$ cat src/rtl/instruction_fetch_queue_if.sv
// Fetch/decode boundary bundle: imem address/data, redirect, and queue head handshake.
// Latency: none, wires only.
// Backpressure: out_ready from decode stalls the queue head; a full queue stalls fetch.
interface instruction_fetch_queue_if #(
  parameter int DEPTH = 4
);
  localparam int CW = $clog2(DEPTH) + 1;

  logic [31:0]   imem_adr;
  logic [31:0]   imem_instruction;
  logic          redirect;
  logic [31:0]   redirect_pc;
  logic          out_valid;
  logic          out_ready;
  logic [31:0]   out_instruction;
  logic [31:0]   out_pc;
  logic [31:0]   out_pc_plus4;
  logic [CW-1:0] count;

  // Fetch-queue side.
  modport master (
    output imem_adr,
    input  imem_instruction,
    input  redirect,
    input  redirect_pc,
    output out_valid,
    input  out_ready,
    output out_instruction,
    output out_pc,
    output out_pc_plus4,
    output count
  );

  // Memory / decode / branch-resolution side.
  modport slave (
    input  imem_adr,
    output imem_instruction,
    output redirect,
    output redirect_pc,
    input  out_valid,
    output out_ready,
    input  out_instruction,
    input  out_pc,
    input  out_pc_plus4,
    input  count
  );
endinterface

$ cat src/rtl/instruction_fetch_queue.sv
// Fetches word-aligned PCs from a combinational imem into an in-order {instr, pc} queue.
// Latency: 1 cycle fetch-to-head; redirect costs 2 cycles to the first target word.
// Backpressure: out_ready low fills the queue in DEPTH cycles, then fetch_pc stalls.
module instruction_fetch_queue #(
  parameter int          DEPTH    = 4,
  parameter logic [31:0] RESET_PC = 32'h0000_0000
) (
  input logic                       clk,
  input logic                       rst,
  instruction_fetch_queue_if.master bus
);

  localparam int PW = $clog2(DEPTH);
  localparam int CW = PW + 1;
  localparam logic [CW-1:0] FULL_CNT = CW'(DEPTH);

  typedef struct packed {
    logic [31:0] instr;
    logic [31:0] pc;
  } entry_t;

  logic [31:0]   fetch_pc_q, fetch_pc_d;
  logic [PW-1:0] wr_ptr_q,   wr_ptr_d;
  logic [PW-1:0] rd_ptr_q,   rd_ptr_d;
  logic [CW-1:0] count_q,    count_d;
  entry_t        store_q [DEPTH];
  entry_t        store_d [DEPTH];

  logic   push;
  logic   pop;
  logic   head_vld;
  entry_t head;

  // Low address bits of the redirect target are dropped by word alignment.
  logic unused_redirect_lsb;
  assign unused_redirect_lsb = ^bus.redirect_pc[1:0];

  assign head_vld = (count_q != '0);
  assign head     = store_q[rd_ptr_q];

  // Handshake decode: redirect suppresses both push and pop; a full queue
  // may still push when the head leaves in the same cycle.
  always_comb begin
    pop  = head_vld & bus.out_ready & ~bus.redirect;
    push = ~bus.redirect & ((count_q != FULL_CNT) | pop);
  end

  // Next-state for fetch PC, pointers, occupancy and storage.
  always_comb begin
    fetch_pc_d = fetch_pc_q;
    wr_ptr_d   = wr_ptr_q;
    rd_ptr_d   = rd_ptr_q;
    count_d    = count_q;
    store_d    = store_q;

    if (bus.redirect) begin
      fetch_pc_d = {bus.redirect_pc[31:2], 2'b00};
      wr_ptr_d   = '0;
      rd_ptr_d   = '0;
      count_d    = '0;
    end else begin
      if (push) begin
        store_d[wr_ptr_q] = '{instr: bus.imem_instruction, pc: fetch_pc_q};
        wr_ptr_d          = wr_ptr_q + 1'b1;
        fetch_pc_d        = fetch_pc_q + 32'd4;
      end
      if (pop) begin
        rd_ptr_d = rd_ptr_q + 1'b1;
      end
      count_d = count_q + CW'(push) - CW'(pop);
    end
  end

  // State registers; reset clears storage so stale head fields read as zero.
  always_ff @(posedge clk or negedge rst) begin
    if (!rst) begin
      fetch_pc_q <= {RESET_PC[31:2], 2'b00};
      wr_ptr_q   <= '0;
      rd_ptr_q   <= '0;
      count_q    <= '0;
      for (int i = 0; i < DEPTH; i++) begin
        store_q[i] <= '0;
      end
    end else begin
      fetch_pc_q <= fetch_pc_d;
      wr_ptr_q   <= wr_ptr_d;
      rd_ptr_q   <= rd_ptr_d;
      count_q    <= count_d;
      for (int i = 0; i < DEPTH; i++) begin
        store_q[i] <= store_d[i];
      end
    end
  end

  // Head and fetch address are presented combinationally.
  always_comb begin
    bus.imem_adr        = fetch_pc_q;
    bus.out_valid       = head_vld;
    bus.out_instruction = head.instr;
    bus.out_pc          = head.pc;
    bus.out_pc_plus4    = head.pc + 32'd4;
    bus.count           = count_q;
  end

endmodule

$ cat src/flat_wrapper.sv
// flat-port wrapper written by rule: the top's interface ports become plain ports
module instruction_fetch_queue_flat 
#(
  parameter int          DEPTH    = 4,
  parameter logic [31:0] RESET_PC = 32'h0000_0000
)
  (clk, rst, bus_imem_adr, bus_imem_instruction, bus_redirect, bus_redirect_pc, bus_out_valid, bus_out_ready, bus_out_instruction, bus_out_pc, bus_out_pc_plus4, bus_count);
  instruction_fetch_queue_if #(.DEPTH(DEPTH)) bus_i ();
  input logic clk;
  input logic rst;
  output wire logic [$bits(bus_i.imem_adr)-1:0] bus_imem_adr;
  input wire logic [$bits(bus_i.imem_instruction)-1:0] bus_imem_instruction;
  input wire logic [$bits(bus_i.redirect)-1:0] bus_redirect;
  input wire logic [$bits(bus_i.redirect_pc)-1:0] bus_redirect_pc;
  output wire logic [$bits(bus_i.out_valid)-1:0] bus_out_valid;
  input wire logic [$bits(bus_i.out_ready)-1:0] bus_out_ready;
  output wire logic [$bits(bus_i.out_instruction)-1:0] bus_out_instruction;
  output wire logic [$bits(bus_i.out_pc)-1:0] bus_out_pc;
  output wire logic [$bits(bus_i.out_pc_plus4)-1:0] bus_out_pc_plus4;
  output wire logic [$bits(bus_i.count)-1:0] bus_count;
  assign bus_imem_adr = bus_i.imem_adr;
  assign bus_i.imem_instruction = bus_imem_instruction;
  assign bus_i.redirect = bus_redirect;
  assign bus_i.redirect_pc = bus_redirect_pc;
  assign bus_out_valid = bus_i.out_valid;
  assign bus_i.out_ready = bus_out_ready;
  assign bus_out_instruction = bus_i.out_instruction;
  assign bus_out_pc = bus_i.out_pc;
  assign bus_out_pc_plus4 = bus_i.out_pc_plus4;
  assign bus_count = bus_i.count;
  instruction_fetch_queue #(.DEPTH(DEPTH), .RESET_PC(RESET_PC)) u_core (.clk(clk), .rst(rst), .bus(bus_i));
endmodule
$ cat config.mk
export PLATFORM = sky130hd
export DESIGN_NAME = instruction_fetch_queue_flat
export DESIGN_NICKNAME = d
export VERILOG_FILES = /design/src/rtl/instruction_fetch_queue_if.sv /design/src/rtl/instruction_fetch_queue.sv /design/src/flat_wrapper.sv
export SDC_FILE = /design/constraint.sdc
export NUM_CORES = 1
export LEC_CHECK = 0
export CORE_ASPECT_RATIO = 1.5
export CORE_MARGIN = 8
export CORE_UTILIZATION = 44
export CTS_BUF_LIST = sky130_fd_sc_hd__clkbuf_4 sky130_fd_sc_hd__clkbuf_8
export DETAILED_ROUTE_END_ITERATION = 10
export GPL_TIMING_DRIVEN = 0
export PLACE_DENSITY_LB_ADDON = 0.12
export SLEW_MARGIN = 20
export SYNTH_ARGS = -nofsm -noshare
export SYNTH_HDL_FRONTEND = slang
export SYNTH_SLANG_ARGS = --single-unit
export TNS_END_PERCENT = 1
$ cat constraint.sdc
create_clock -name clk -period 5.3 [get_ports clk]
set_clock_uncertainty 0.1 [all_clocks]
set_input_delay 0.795 -clock clk [delete_from_list [all_inputs] [get_ports clk]]
set_output_delay 0.795 -clock clk [all_outputs]
set_load 0.005 [all_outputs]
# Word level (Yosys, flattened, before mapping)

Index checks and enable logic that the tools add are counted.

Add/subtract/negate cells: 6
Magnitude comparators: 3
Equality and inequality tests: 1
Muxes and demuxes: 13
Bitwise operators: 7
Reduce and logical (&&, ||, !) cells: 5

Operator list:

| operator              | count |
|---|---|
| $bwmux 256            | 1 |
| $mux 64               | 3 |
| $bmux 64 s2           | 1 |
| $demux 64 s2          | 1 |
| $add 32x3->32 const B | 2 |
| $mux 32               | 2 |
| $mux 2                | 4 |
| $ge 3x3->1 const B    | 2 |
| $not 2->3             | 2 |
| $add 2x1->2 const B   | 2 |
| $reduce_bool 2->1     | 2 |
| $add 3x1->3           | 1 |
| $and 1x1->1           | 3 |
| $lt 3x1->1 const B    | 1 |
| $mux 3                | 1 |
| $ne 3x3->1 const B    | 1 |
| $reduce_bool 3->1     | 1 |
| $sub 3x1->3           | 1 |
| $reduce_and 2->1      | 1 |
| $logic_and 1x1->1     | 1 |
| $not 1->1             | 1 |
| $or 1x1->1            | 1 |

Register bits after elaboration: 295
Input bits: 68
Output and inout bits: 132
Logic and storage cells: 47

# Logic depth before layout (Yosys ltp)

Gate-level depths: netlist (run 1).

Depth after elaboration: 8
Depth in mapped cells: 11
Mapped depth without buffers: 10

# Least setup slack after synthesis (run 1)

OpenSTA, ideal clock, no wires.

Kind: register to output
Start point: reg u_core.rd_ptr_q[0]
End point: out bus_out_pc_plus4[24]
Arrival time: 2118 ps
Setup slack: 2287 ps
Stages on the path, launching flop included: 10
Path through: dfrtp_1 > buf_6 > buf_12 > buf_8 > mux4_2 > ha_1 > nand3_2 > nor4_4 > nand4_1 > xnor2_1

Longest elaborated chain between the ends: 5

RTL lines:

| item                                       | RTL line                       | text |
|---|---|---|
| start: declaration                         | instruction_fetch_queue.sv:24  | `logic [PW-1:0] rd_ptr_q, rd_ptr_d;` |
| start signal: assignment                   | instruction_fetch_queue.sv:87  | `rd_ptr_q <= rd_ptr_d;` |
| $not 2->3 (not written as such)            | instruction_fetch_queue.sv:39  | `assign head = store_q[rd_ptr_q];` |
| $bmux 64 s2                                | instruction_fetch_queue.sv:39  |  |
| $mux 64 (not written as such) (2 in a row) | instruction_fetch_queue.sv:39  |  |
| named net bus_out_pc[3]                    | flat_wrapper.sv:18             | `output wire logic [$bits(bus_i.out_pc)-1:0] bus_out_pc;` |
| $add 32x3->32                              | instruction_fetch_queue.sv:101 | `bus.out_pc_plus4 = head.pc + 32'd4;` |
| end: declaration                           | flat_wrapper.sv:19             | `output wire logic [$bits(bus_i.out_pc_plus4)-1:0] bus_out_pc_plus4;` |

The timed path passes the listed nets, and every way through them passes these cells. The select of a mux whose other input is x is not followed.

# Worst setup path in the final report (run 1)

Start point: reg u_core.rd_ptr_q[0]
End point: out bus_out_pc_plus4[30]

Longest elaborated chain between the ends: 5

RTL lines:

| item                                       | RTL line |
|---|---|
| $not 2->3 (not written as such)            | instruction_fetch_queue.sv:39 |
| $bmux 64 s2                                | instruction_fetch_queue.sv:39 |
| $mux 64 (not written as such) (2 in a row) | instruction_fetch_queue.sv:39 |
| $add 32x3->32                              | instruction_fetch_queue.sv:101 |

No other way between the ends. The select of a mux whose other input is x is not followed.

==> flow_summary.json, run 1 <==
{
  "ys_types": 51,
  "synth_edf_count": 0,
  "rows": 82,
  "yosys.area_share.simple_pct": 6.026,
  "max_freq_mhz": 206.8,
  "fin_nets": 1274,
  "grt_pass1_vias": 9828,
  "overflow": 0,
  "tightest_slew_ps": 913.6,
  "cts_setup_buffers": 0,
  "clk_pin_slew_ps": 60,
  "crit_path_top_delay_cell": "nor4_4",
  "synthTopCellsByArea": "dfrtp_1 48%, mux2_4 24%, mux4_2 6.8%",
  "max_cap_violations": 0,
  "vias": 8757,
  "synth_compound_area_share_pct": 1.284,
  "stdcell_area_mm2": 0.01861,
  "critPathArrivalTime_ps": 3940,
  "netlist_top_cells_count": "285 x dfrtp_1, 240 x mux2_4, 50 x xnor2_1, 48 x nand2_1, 45 x mux4_2",
  "synth_top_area_share_pct": 47.84,
  "period_share_pct": 91.25,
  "gp_congestion": 0.7987,
  "grt_max_degree": 96,
  "fin_crit_ps": 4836,
  "rsz0062_at_grt": "false",
  "drt-total-wl_um": 37830,
  "vias_per_cell": 5.288,
  "cts.sinks": 285,
  "cts_tree": "yes",
  "cp_data_required_time_ps": 4410,
  "synth_fa_ha_area_share_pct": 0.8057,
  "io_pins": 200,
  "antenna_found_initial": 0,
  "drc_errors": 0,
  "synth_top_family_by_area": "multiplexers",
  "core-area_mm2": 0.03345,
  "ctsResizeCount": 0,
  "async_flop_share_pct": 100.0,
  "synth-xor-area-share_pct": 3.642,
  "seq_area_frac_synth_pct": 47.84,
  "final_antenna_net_count": 0,
  "dieArea_mm2": 0.04015,
  "setup_violations": 0,
  "cts_htree_levels": 2,
  "worstPathMaxFanout": 10,
  "synthMuxAreaShare_pct": 34.76,
  "synth-main-ff-cell": "dfrtp_1",
  "syn_area_mm2": 0.01491,
  "netlist_instances": 946,
  "crit_family": "buffers and inverters",
  "placed_area_mm2": 0.01745,
  "relSlewSlack_pct": 38.87,
  "post_drt_wl_per_cell_um": 22.84,
  "cp_num_buf_inv": 4,
  "slew_violations": 0,
  "startpoint_type": "flip-flop",
  "yosys.area.top_type": "dfrtp_1",
  "grtUsageTotal_pct": 19.14,
  "yosys_warnings": 0,
  "numCtsBuffers": 49,
  "p_leak_nw": 8.548,
  "worst-setup-path-type": "flip-flop to primary output",
  "grt_pass1_wl_um": 59970,
  "root_buffer": "clkbuf_8",
  "area_delta_synth_final_pct": 24.86,
  "total_power_w": 0.01155,
  "synth.most_common_cell": "dfrtp_1",
  "pwr_density_cell_mw_per_mm2": 620.5,
  "clk_latency_ps": 580,
  "die_width_um": 166.3,
  "hold_viol_final": 0,
  "drive_gt1_share_pct": 36.60,
  "endpoint_kind": "primary output",
  "path_cells": "buf_6 -> buf_12 -> buf_8 -> mux4_2 -> ha_1 -> nand3_2 -> nor4_4 -> nand2_1 -> xnor2_1 -> clkdlybuf4s50_1",
  "die_h_um": 241.4,
  "status": "finished clean",
  "syn_area_per_cell_um2": 15.76,
  "drt-pass1-iter-count": 6,
  "drt_iter0_markers": 408,
  "critPathMaxStageDelay_ps": 630,
  "clockBufferDepth": 3,
  "ir_worst_vdd_uv": 327.0,
  "ys_seq_elements": 285,
  "ctsHoldBuffers": 1,
  "start_util_pct": 44.57,
  "port_buffers": 191,
  "hpwlAfterDp_um": 25880,
  "hp-class": "flip-flop to flip-flop"
}
-- layer usage --
metal / track usage, % / vias to the layer above / share of wire [%]
met5: 0 / - / 0
met4: 6.433 / 0 / 2.7
met3: 4.631 / 54 / 5.6
met2: 32.56 / 234 / 49
met1: 23.77 / 4544 / 42
li1: - / 3925 / -
-- where the power goes --
part	internal, W	total (W)	switching [W]
combinational	0.00359	0.00552	0.00192
sequential	0.00317	0.00374	0.000573
clock	0.00136	0.00229	0.000932
-- cell type report --
cell class	count	area, um^2
clock inverter	10	131.4
sequential	285	7132
clock buffer	79	1018
fill	2796	14830
timing repair buffer	195	2009
buffer	72	788.3
tap	420	525.5
antenna	1	2.502
inverter	13	48.80
multi-input combinational	581	6958
-- flip-flops by register name, indices dropped and copies added (netlist names) --
name and cells:
u_core.rd_ptr_q 2, u_core.bus.imem_adr 30, u_core.store_q 248, u_core.bus.count 3, u_core.wr_ptr_q 2
-- path summary, 6_finish.rpt --
path | startpoint | end | slack (ps) | cells after the start
worst max register to register | u_core.bus.count[1] | u_core.bus.count[1] | 2680 | 10
worst min-delay path | u_core.store_q[213] | u_core.store_q[213] | 400 | 1
worst max-delay path | u_core.rd_ptr_q[0] | bus_out_pc_plus4[30] | 460 | 10
max in group asynchronous | rst | u_core.bus.imem_adr[21] | 3400 | 4
min in group asynchronous | rst | u_core.store_q[229] | 540 | 2
worst min register to register | u_core.store_q[213] | u_core.store_q[213] | 400 | 1
-- cell families after synthesis --
family	count (synthesis)
DFF	285
other	1
adders and majority gates	9
muxes	313
AOI/OAI and AO/OA	35
and+or+nand+nor	156
buffers and inverters	85
xor gates and xnor gates	62
-- cells in the final DEF, fill, tap and decap left out, types with 11 or more instances in the layout --
master,instances
dfrtp_1,285
mux2_4,240
clkdlybuf4s50_1,190
clkbuf_8,71
xnor2_1,50
nand2_1,48
mux4_2,45
nor2_1,28
o21ai_0,28
buf_12,25
clkbuf_1,25
nand3_1,21
mux4_1,14
inv_1,13
nand4_1,13
xor2_1,12
clkbuf_4,11
-- through the flow --
step | std cells | utilization, % | hold WS (ps) | setup TNS, ps | worst slack [ps]
after floorplan | 951 | - | 372.8 | 0 | 2287
after global placement | 1562 | 51.92 | 383.5 | -2667820 | -9407
after detailed placement | 1565 | 52.18 | 386.5 | 0 | 1029
after CTS | 1655 | 55.64 | 404.0 | 0 | 388.7
after global routing | 1655 | 55.64 | 409.3 | 0 | 294.9
final | 1656 | 55.65 | 399.5 | 0 | 463.9
Power figures use the tool's default switching activity.
==> run 2, diff against run 1 <==
--- a/config.mk
+++ b/config.mk
@@ -5,7 +5,6 @@
 export SDC_FILE = /design/constraint.sdc
 export NUM_CORES = 1
 export LEC_CHECK = 0
-export CORE_ASPECT_RATIO = 1.5
 export CORE_MARGIN = 8
 export CORE_UTILIZATION = 44
 export CTS_BUF_LIST = sky130_fd_sc_hd__clkbuf_4 sky130_fd_sc_hd__clkbuf_8
==> run 2 against run 1 <==
Net effect: register-to-register slack lost 40 ps; sequential cell count did not move; clock power decreased by 7%; sequential share of layout area grew 0.16 points; die area down 0.30%; total power fell by 1.3%; critical endpoint is now bus_out_pc_plus4[20]; sequential power hardly changed; critical path depth unchanged; count of clock-buffer cells in the layout rose by 1; largest cell class unchanged; largest power group unchanged; combinational power barely moved; via count shrank 1.6%; non-clock buffer count down 1.
==> flow_summary.json, run 2 (same netlist as run 1, synthesis figures left out) <==
{
  "status": "finished clean",
  "dp.cells": 1593,
  "tightest_slew_ps": 865.4,
  "crit_family": "buffers and inverters",
  "overflow": 0,
  "ir_worst_vdd_uv": 304.7,
  "ctsResizeCount": 0,
  "final_antenna_net_count": 0,
  "nFillCells": 2713,
  "grtUsageTotal_pct": 18.74,
  "vias": 8620,
  "fin_crit_ps": 4756,
  "drt_iter0_markers": 347,
  "drc_errors": 0,
  "grt_pass1_wl_um": 57730,
  "dieArea_mm2": 0.04003,
  "port_buffers": 191,
  "crit_path_top_delay_cell": "nor4_4",
  "max_cap_violations": 0,
  "setup_violations": 0,
  "clk_latency_ps": 580,
  "clockBufferDepth": 3,
  "clk_pin_slew_ps": 60,
  "cp_data_required_time_ps": 4410,
  "ctsHoldBuffers": 0,
  "grt_pass1_vias": 9474,
  "critPathArrivalTime_ps": 3860,
  "worstPathMaxFanout": 10,
  "drive_gt1_share_pct": 36.47,
  "numCtsBuffers": 52,
  "pre_cts_ws_ps": 1032,
  "path_cells": "buf_6 -> buf_12 -> buf_8 -> mux4_2 -> ha_1 -> nand3_2 -> nor4_4 -> nand3_1 -> xnor2_1 -> clkdlybuf4s50_1",
  "fin_ws_ps": 544.2,
  "cts.sinks": 285,
  "regMostFlops": "u_core.store_q",
  "area_delta_synth_final_pct": 24.36,
  "io_pins": 200,
  "rsz0062_at_grt": "false",
  "finalNonFillerCells": 1680,
  "post_drt_wl_per_cell_um": 22.14,
  "reg2reg_slack_ps": 2640,
  "pwr_density_cell_mw_per_mm2": 614.7,
  "final_cell_mix": "285 x dfrtp_1, 240 x mux2_4, 190 x clkdlybuf4s50_1, 66 x clkbuf_8, 50 x xnor2_1",
  "placed_area_mm2": 0.01749,
  "period_share_pct": 89.73,
  "cts_htree_levels": 2,
  "gp_congestion": 0.7550,
  "hpwlAfterDp_um": 25470,
  "die_width_um": 200.1,
  "startpoint_type": "flip-flop",
  "max_freq_mhz": 210.3,
  "cp_num_buf_inv": 4,
  "relSlewSlack_pct": 41.92,
  "grt_max_degree": 92,
  "fin_nets": 1276,
  "cts_tree": "yes",
  "drt-total-wl_um": 37190,
  "hp-class": "primary input to async pin",
  "final_common_cell": "dfrtp_1",
  "largest_reg_flops": 248,
  "endpoint_kind": "primary output",
  "worst-setup-path-type": "flip-flop to primary output",
  "root_buffer": "clkbuf_8",
  "core-area_mm2": 0.03345,
  "hold_viol_final": 0,
  "start_util_pct": 44.57,
  "vias_per_cell": 5.131,
  "p_leak_nw": 8.503,
  "rows": 67,
  "die_h_um": 200.1,
  "stdcell_area_mm2": 0.01854,
  "critPathMaxStageDelay_ps": 560,
  "slew_violations": 0,
  "cts_setup_buffers": 0,
  "antenna_found_initial": 0,
  "drt-pass1-iter-count": 4
}
## run 2: final timing paths
kind                                     start              endpoint  cells past startpoint
min in group clk           u_core.store_q[148]   u_core.store_q[148]                      1
min reg2reg                u_core.store_q[148]   u_core.store_q[148]                      1
min                                        rst   u_core.store_q[247]                      1
max                         u_core.rd_ptr_q[0]  bus_out_pc_plus4[20]                     10
max reg2reg                u_core.bus.count[1]   u_core.bus.count[1]                     10
max in group asynchronous                  rst    u_core.store_q[22]                      3
## run 2: worst reg2reg max path, stage by stage, from the launching register on
cell and delay [ps]:
dfrtp_1 450, or3b_1 440, clkbuf_2 190, or2_1 230, buf_6 140, nor2b_4 130, buf_8 170, ha_1 200
inv_1 60, fa_1 400, nor2_1 90
## run 2: layout make-up
class	instances	area [um^2]	share of cell area, %
repair buffers	194	1999	10.78
multi-input cells	581	6958	37.53
diodes	1	2.502	0.01350
flip-flops and latches	285	7132	38.47
well taps	448	560.5	3.024
clock inverters	6	55.05	0.2970
clock buffers	80	994.7	5.365
plain buffers	72	788.3	4.252
inverters	13	48.80	0.2632
## run 2: report_power, final
part / total, W / internal [W] / switching (W)
clock: 0.00214 / 0.00123 / 0.000911
combinational: 0.00552 / 0.00359 / 0.00193
sequential: 0.00373 / 0.00317 / 0.000564
## run 2: stage by stage
| stage | power [W] | setup TNS (ps) | hold slack [ps] | utilization (%) |
|---|---|---|---|---|
| global placement | 0.009263 | -2702150 | 382.3 | 52.02 |
| CTS | 0.01154 | 0 | 20.72 | 55.42 |
| global route | 0.01205 | 0 | 33.09 | 55.42 |
| finish | 0.01140 | 0 | 24.44 | 55.43 |
| detailed placement | 0.009331 | 0 | 385.3 | 52.28 |
| floorplan | 0.007140 | 0 | 372.8 | - |
## run 2: per-layer routing
layer,vias up,share of wire (%),GRT usage [%]
li1,3923,-,-
met5,-,0,0
met3,46,5.3,4.241
met1,4452,46,25.65
met4,0,1.5,4.550
met2,199,47,30.01
==> run 3, diff against run 2 <==
--- a/config.mk
+++ b/config.mk
@@ -11,7 +11,6 @@
 export DETAILED_ROUTE_END_ITERATION = 10
 export GPL_TIMING_DRIVEN = 0
 export PLACE_DENSITY_LB_ADDON = 0.12
-export SLEW_MARGIN = 20
 export SYNTH_ARGS = -nofsm -noshare
 export SYNTH_HDL_FRONTEND = slang
 export SYNTH_SLANG_ARGS = --single-unit
==> results of run 3 <==
Same layout as run 2: the final DEF is identical, and so are final timing and power.
